`config.mk`:
```
export PLATFORM = sky130hd
export DESIGN_NAME = onewire_presence_scan
export DESIGN_NICKNAME = d
export VERILOG_FILES = /design/src/rtl/onewire_presence_scan.sv
export SDC_FILE = /design/constraint.sdc
export NUM_CORES = 1
export LEC_CHECK = 0
export ABC_AREA = 1
export CAP_MARGIN = 20
export CORE_ASPECT_RATIO = 1.4
export CORE_MARGIN = 10
export CORE_UTILIZATION = 45
export CTS_CLUSTER_SIZE = 20
export DETAILED_ROUTE_END_ITERATION = 6
export GPL_ROUTABILITY_DRIVEN = 1
export PLACE_DENSITY = 0.65
export SLEW_MARGIN = 20
export SYNTH_ARGS = -nofsm -noshare
export SYNTH_HDL_FRONTEND = slang
export SYNTH_SLANG_ARGS = --single-unit
```
`constraint.sdc`:
```
create_clock -name clk -period 2.6 [get_ports clk]
set_clock_uncertainty 0.05 [all_clocks]
set_input_delay 0.52 -clock clk [delete_from_list [all_inputs] [get_ports clk]]
set_output_delay 0.52 -clock clk [all_outputs]
set_load 0.03 [all_outputs]
```
`src/rtl/onewire_presence_scan.sv`:
```
// Multi-channel 1-wire reset/presence master: drives a reset pulse on every enabled
// bus in parallel, samples for presence pulses and reports present/short bitmaps.
module onewire_presence_scan #(
  parameter int NUM_CH    = 4,
  parameter int T_PRE     = 48,
  parameter int T_RST_LOW = 23040,
  parameter int T_SAMPLE  = 3360,
  parameter int T_RECOVER = 19680,
  parameter int AUTO_GAP  = 0
) (
  input  logic              clk,
  input  logic              rst,
  input  logic              start,
  input  logic [NUM_CH-1:0] chan_en,
  input  logic [NUM_CH-1:0] owr_in,
  output logic [NUM_CH-1:0] owr_out,
  output logic              busy,
  output logic              done,
  output logic [NUM_CH-1:0] present,
  output logic [NUM_CH-1:0] short
);

  function automatic int max2(input int a, input int b);
    return (a > b) ? a : b;
  endfunction

  localparam int T_MAX    = max2(max2(T_PRE, T_RST_LOW), max2(T_SAMPLE, T_RECOVER));
  localparam int CW       = $clog2(T_MAX + 1);
  localparam int GW       = (AUTO_GAP > 1) ? $clog2(AUTO_GAP) : 1;
  localparam int GAP_LAST = (AUTO_GAP > 0) ? AUTO_GAP - 1 : 0;

  typedef enum logic [2:0] {
    S_IDLE, S_PRE, S_LOW, S_SETTLE, S_RECOVER, S_DONE
  } state_t;

  state_t            state_q, state_d;
  logic [CW-1:0]     cnt_q, cnt_d;
  logic [GW-1:0]     gap_q, gap_d;
  logic              auto_arm_q, auto_arm_d;
  logic [NUM_CH-1:0] en_q, en_d;
  logic [NUM_CH-1:0] sync1_q, sync1_d, sync2_q, sync2_d;
  logic [NUM_CH-1:0] short_q, short_d;
  logic [NUM_CH-1:0] pres_q, pres_d;
  logic [NUM_CH-1:0] owr_out_q, owr_out_d;
  logic [NUM_CH-1:0] present_map_q, present_map_d;
  logic [NUM_CH-1:0] short_map_q, short_map_d;
  logic              busy_q, busy_d;
  logic              done_q, done_d;

  logic [NUM_CH-1:0] bus_low;
  logic              last;
  logic              auto_fire;

  assign bus_low   = ~sync2_q;
  assign last      = (cnt_q == CW'(1));
  assign auto_fire = (AUTO_GAP > 0) && auto_arm_q && (gap_q == GW'(GAP_LAST));

  always_comb begin
    state_d       = state_q;
    cnt_d         = cnt_q;
    gap_d         = gap_q;
    auto_arm_d    = auto_arm_q;
    en_d          = en_q;
    sync1_d       = owr_in;
    sync2_d       = sync1_q;
    short_d       = short_q;
    pres_d        = pres_q;
    owr_out_d     = owr_out_q;
    present_map_d = present_map_q;
    short_map_d   = short_map_q;
    busy_d        = busy_q;
    done_d        = 1'b0;

    case (state_q)
      S_IDLE: begin
        if (start || auto_fire) begin
          // An explicit start wins over the timer and takes a fresh mask.
          if (start) en_d = chan_en;
          state_d    = S_PRE;
          cnt_d      = CW'(T_PRE);
          busy_d     = 1'b1;
          auto_arm_d = 1'b0;
          gap_d      = '0;
          short_d    = '0;
          pres_d     = '0;
        end else if (auto_arm_q) begin
          gap_d = gap_q + GW'(1);
        end
      end
      S_PRE: begin
        cnt_d = cnt_q - CW'(1);
        if (last) begin
          short_d   = en_q & bus_low;
          owr_out_d = en_q & ~bus_low;
          state_d   = S_LOW;
          cnt_d     = CW'(T_RST_LOW);
        end
      end
      S_LOW: begin
        cnt_d = cnt_q - CW'(1);
        if (last) begin
          owr_out_d = '0;
          state_d   = S_SETTLE;
          cnt_d     = CW'(T_SAMPLE);
        end
      end
      S_SETTLE: begin
        cnt_d = cnt_q - CW'(1);
        if (last) begin
          pres_d  = en_q & ~short_q & bus_low;
          state_d = S_RECOVER;
          cnt_d   = CW'(T_RECOVER);
        end
      end
      S_RECOVER: begin
        cnt_d = cnt_q - CW'(1);
        if (last) begin
          state_d       = S_DONE;
          cnt_d         = '0;
          present_map_d = pres_q;
          short_map_d   = short_q;
          done_d        = 1'b1;
          busy_d        = 1'b0;
          auto_arm_d    = (AUTO_GAP > 0);
          gap_d         = '0;
        end
      end
      S_DONE: begin
        state_d = S_IDLE;
      end
      default: begin
        state_d   = S_IDLE;
        owr_out_d = '0;
        busy_d    = 1'b0;
      end
    endcase
  end

  always_ff @(posedge clk) begin
    if (rst) begin
      state_q       <= S_IDLE;
      cnt_q         <= '0;
      gap_q         <= '0;
      auto_arm_q    <= 1'b0;
      en_q          <= '0;
      sync1_q       <= '1;
      sync2_q       <= '1;
      short_q       <= '0;
      pres_q        <= '0;
      owr_out_q     <= '0;
      present_map_q <= '0;
      short_map_q   <= '0;
      busy_q        <= 1'b0;
      done_q        <= 1'b0;
    end else begin
      state_q       <= state_d;
      cnt_q         <= cnt_d;
      gap_q         <= gap_d;
      auto_arm_q    <= auto_arm_d;
      en_q          <= en_d;
      sync1_q       <= sync1_d;
      sync2_q       <= sync2_d;
      short_q       <= short_d;
      pres_q        <= pres_d;
      owr_out_q     <= owr_out_d;
      present_map_q <= present_map_d;
      short_map_q   <= short_map_d;
      busy_q        <= busy_d;
      done_q        <= done_d;
    end
  end

  assign owr_out = owr_out_q;
  assign busy    = busy_q;
  assign done    = done_q;
  assign present = present_map_q;
  assign short   = short_map_q;

endmodule
```
---- After elaboration in Yosys (flattened, before gate mapping) ----
Cells that the tools add are included.
Widths: inputs -> output; s select.
operators by class
  $add $sub $neg .......................... 1
  equality and inequality tests ........... 11
  muxes and demuxes ....................... 24
  bitwise gates (word level) .............. 10
  reduce and logical (&&, ||, !) cells .... 15
operator list
  kind                   count
  $mux 15                5
  $pmux 15 s5            1
  $mux 4                 5
  $and 4x4->4            4
  $pmux 4 s2             2
  $eq 15x1->1 const B    1
  $mux 3                 5
  $pmux 3 s5             1
  $sub 15x1->15 const B  1
  $not 4->4              3
  $pmux 4 s3             1
  $reduce_and 3->1       4
  $ne 2x2->1 const B     5
  $reduce_or 4->1        2
  $eq 3x2->1 const B     2
  $eq 3x3->1 const B     2
  $reduce_and 2->1       3
  $reduce_and 5->1       1
  $reduce_bool 5->1      1
  $reduce_bool 2->1      2
  $eq 3x1->1 const B     1
  $logic_not 3->1        1
  $mux 1                 3
  $not 1->1              3
  other kinds (2)        2
storage, ports and cells
  register bits ........................... 52
  input port bits ......................... 11
  output and inout port bits .............. 14
  logic and storage cells ................. 73

---- Logic depth before layout (Yosys ltp) ----
  depth in word-level cells ............... 5
  depth in mapped cells ................... 12

---- Worst setup path before layout ----
No wires, ideal clock.
  kind .................................... flip-flop to flip-flop
  start point ............................. register cnt_q[1]
  end point ............................... register present_map_q[2], in the netlist present[2]
  setup time .............................. 115 ps
  arrival ................................. 1302 ps
  data required time ...................... 2435 ps
  setup slack ............................. 1133 ps
  stages on the path, launching flop included .. 11
  buffers on the path ..................... 1
  period minus slack after synthesis ...... 1467 ps
  cells stage by stage .................... dfxtp_1 -> inv_1 -> ha_1 -> nand3_1 -> nor2_4 -> nand2_8 -> clkinv_4 -> nand2_4 -> buf_6 -> o21ai_2 -> a21oi_2
on the way
  word-level cells in the longest chain between the ends .. 2
ends and longest elaborated chain
  item                        line  source
  start: declaration          37    logic [CW-1:0] cnt_q, cnt_d;
  start signal: assignment    157   cnt_q <= cnt_d;
  $eq 15x1->1                 55    assign last = (cnt_q == CW'(1));
  $reduce_and 2->1 (no line)  --
  end signal: assignment      166   present_map_q <= present_map_d;
  end: declaration            45    logic [NUM_CH-1:0] present_map_q, present_map_d;
No other way between the ends.
A chain may end at the register's enable or synchronous reset.

---- Worst setup path after layout ----
  start point ............................. register owr_out_q[0], in the netlist owr_out[0]
  end point ............................... output port owr_out[0]
RTL lines
  item                      line  source
  start: declaration        44    logic [NUM_CH-1:0] owr_out_q, owr_out_d;
  start signal: assignment  165   owr_out_q <= owr_out_d;
  end: declaration          16    output logic [NUM_CH-1:0] owr_out,
No word-level cell between the ends.

==> impl_metrics.py <==
metrics = {
    "critical_path": {
        "max_stage_delay_ns": 0.68,
        "critPathCaptureType": "output port",
        "worst_ep_required_time_ns": 2.03,
        "r2r_cells": 10,
        "crit_path_max_fanout": 2,
        "critical_path.cell_chain": "clkdlybuf4s50_1",
        "critPathArrivalTime_ns": 1.34,
        "critPathBufInv": 1,
        "crit_slowest_cell": "clkdlybuf4s50_1",
        "critical_path_class": "flop to output port",
        "cp_num_cells": 1,
        "cpLargestDelayFamily": "buffers and inverters",
        "startpoint_type": "flop",
    },
    "grt": {
        "antenna_found_initial": 0,
        "track_usage": 0.1297,
        "grt_max_degree": 23,
        "grt_pass1_wl_mm": 9.777,
        "grt_pass1_vias": 2118,
        "grt.overflow.total": 0,
    },
    "synthesis": {
        "synth_edf_count": 0,
        "ys_dominant_reg_cell": "dfxtp_1",
        "avgSynthCellArea_um2": 7.175,
        "netlist_top_cells_count": "72 x nand2_1, 52 x dfxtp_1, 45 x inv_1",
        "synthCells": 358,
        "ys_ff_latch": 52,
        "synth_area_leaders": "dfxtp_1 41%, nand2_1 11%, inv_1 6.6%",
        "yosys_warnings": 0,
        "syn_nets": 371,
        "yosysMostFrequentCell": "nand2_1",
        "synth_top_area_cell": "dfxtp_1",
        "syn_area_um2": 2569,
        "async_flop_share": 0,
        "synth_top_area_frac": 0.4053,
        "seq_area_frac_synth": 0.4053,
        "yosys.cell_types.count": 34,
    },
    "timing": {
        "worstMarginPinSlew_ns": 0.3600,
        "maxSlewHeadroom": 0.7575,
        "finalCriticalPeriod_ns": 1.905,
        "setup_viol_count_final": 0,
        "rsz0062_at_grt": "false",
        "fin_hold_ws_ns": 0.3680,
        "hold_viol_final": 0,
        "timing.fmax_ghz": 0.5249,
        "final-max-slew-violation-count": 0,
        "period_share": 0.7328,
        "setup_ws_ns": 0.6948,
        "finalSetupTns_ns": 0,
    },
    "clock_network": {
        "tritoncts": "yes",
        "cts.sinks": 52,
        "clk_latency_ns": 0.31,
        "cts_buffers": 5,
        "htree_levels": 2,
        "cts_root_buf": "clkbuf_8",
        "post-cts-setup-buffers": 0,
        "hold_buffers": 0,
        "clk_path_buf_depth": 2,
        "cts_resized": 0,
        "cts.clk_slew.worst_paths_ns": 0.10,
    },
    "drt": {
        "num_vias": 2255,
        "firstDrtPassIters": 4,
        "drcViolationCount": 0,
        "drt_iter0_drc": 109,
        "avgRoutedWirePerCell_um": 12.95,
        "drt-total-wl_mm": 5.853,
        "ant_nets": 0,
        "routed_via_density": 4.989,
    },
    "placement": {
        "place_congestion": 0.9026,
        "port_buffers": 24,
        "dpl.hpwl_mm": 4.535,
        "dp_slack_ns": 0.5789,
        "dp.cells": 444,
        "dpl-instance-area_um2": 2853,
    },
    "floorplanning": {
        "dieArea_um2": 9173,
        "ioPinCount": 25,
        "row_count": 32,
        "fp.dieH_um": 109.4,
        "core_area_um2": 5525,
        "die_x_um": 83.86,
        "initial_core_util": 0.4649,
    },
    "power_and_ir_drop": {
        "clock_power_share": 0.142,
        "p_leak_nw": 1.350,
        "p_total_mw": 4.039,
        "powerDensity_nw_per_um2": 1361,
        "p_int_mw": 2.093,
        "switchingPower_mw": 1.946,
        "sw_frac_of_total": 0.4817,
        "irDropWorstVdd_mv": 0.7970,
        "p_comb_frac": 0.555,
        "seq_power_share": 0.302,
    },
    "cells_and_area": {
        "layout-drive-gt1-share": 0.1302,
        "area_delta_synth_final_pct": 15.54,
        "stdcell_count": 452,
        "design_area_um2": 2968,
        "final_util": 0.5371,
        "diodes": 0,
        "final_nets": 396,
    },
    "hold_path": {
        "min_path_cells": 1,
        "worst_hold_path_type": "flop to flop",
    },
    "outcome": {
        "outcome": "finished clean",
    },
    "job": {
        "drv_cap": 0,
    },
}
-- cells in the final DEF, fill, tap and decap left out, types with 2 or more instances in the layout --
cell type        instances
a21oi_1                 30
a31oi_1                  3
buf_4                    2
clkbuf_8                 5
clkdlybuf4s50_1         24
dfxtp_1                 52
ha_1                     2
inv_1                   45
inv_2                    4
nand2_1                 72
nand2_2                  8
nand2_4                  3
nand3_1                 24
nor2_1                  34
nor2_2                   5
nor2_4                   4
nor3_1                   6
o21ai_0                 33
or2_2                    9
xor2_1                   2
-- logic make-up after synthesis --
group                      Yosys count  share of synthesized area
and+or+nand+nor                    171                     0.3259
AOI/OAI and AO/OA                   72                     0.1520
buffers and inverters               58                    0.09693
DFF                                 52                     0.4053
xor gates and xnor gates             3                    0.01023
adders and majority gates            2                   0.009740
-- power groups by stage --
stage / Combinational (mW) / Sequential (mW) / Clock [mW]
global placement: 2.22 / 1.23 / 0
CTS: 2.26 / 1.22 / 0.591
finish: 2.24 / 1.22 / 0.575
global route: 2.58 / 1.25 / 0.618
detailed placement: 2.25 / 1.23 / 0
floorplan: 1.77 / 1.24 / 0
-- final timing paths --
| kind | slack [ns] | to | start |
|---|---|---|---|
| hold / removal | 0.37 | sync2_q[3] | sync1_q[3] |
| hold reg to reg | 0.37 | sync2_q[3] | sync1_q[3] |
| setup / recovery | 0.69 | owr_out[0] | owr_out[0] |
| setup reg to reg | 0.92 | cnt_q[13] | state_q[0] |
-- area by class of cell --
class	instances	area, µm²
fillers	549	2557
multi-input cells	248	1279
flip-flops and latches	52	1041
repair buffers	26	255.2
clock inverters	3	46.29
well taps	68	85.08
inverters	50	192.7
clock buffers	5	68.82
-- metal layers --
| layer | global-route usage | share of wire | wire, µm |
|---|---|---|---|
| met5 | 0 | 0 | 0 |
| met2 | 0.2333 | 0.53 | 3112 |
| met1 | 0.1375 | 0.41 | 2378 |
| met3 | 0.03257 | 0.036 | 213 |
| met4 | 0.06835 | 0.025 | 149 |
-- sequential cells by signal (all words and copies together) (netlist names) --
signal and count:
cnt_q 15, en_q 4, owr_out 4, pres_q 4, present 4, short 4, short_q 4, sync1_q 4
sync2_q 4, state_q 3, busy 1, done 1
Power figures use the tool's default switching activity.
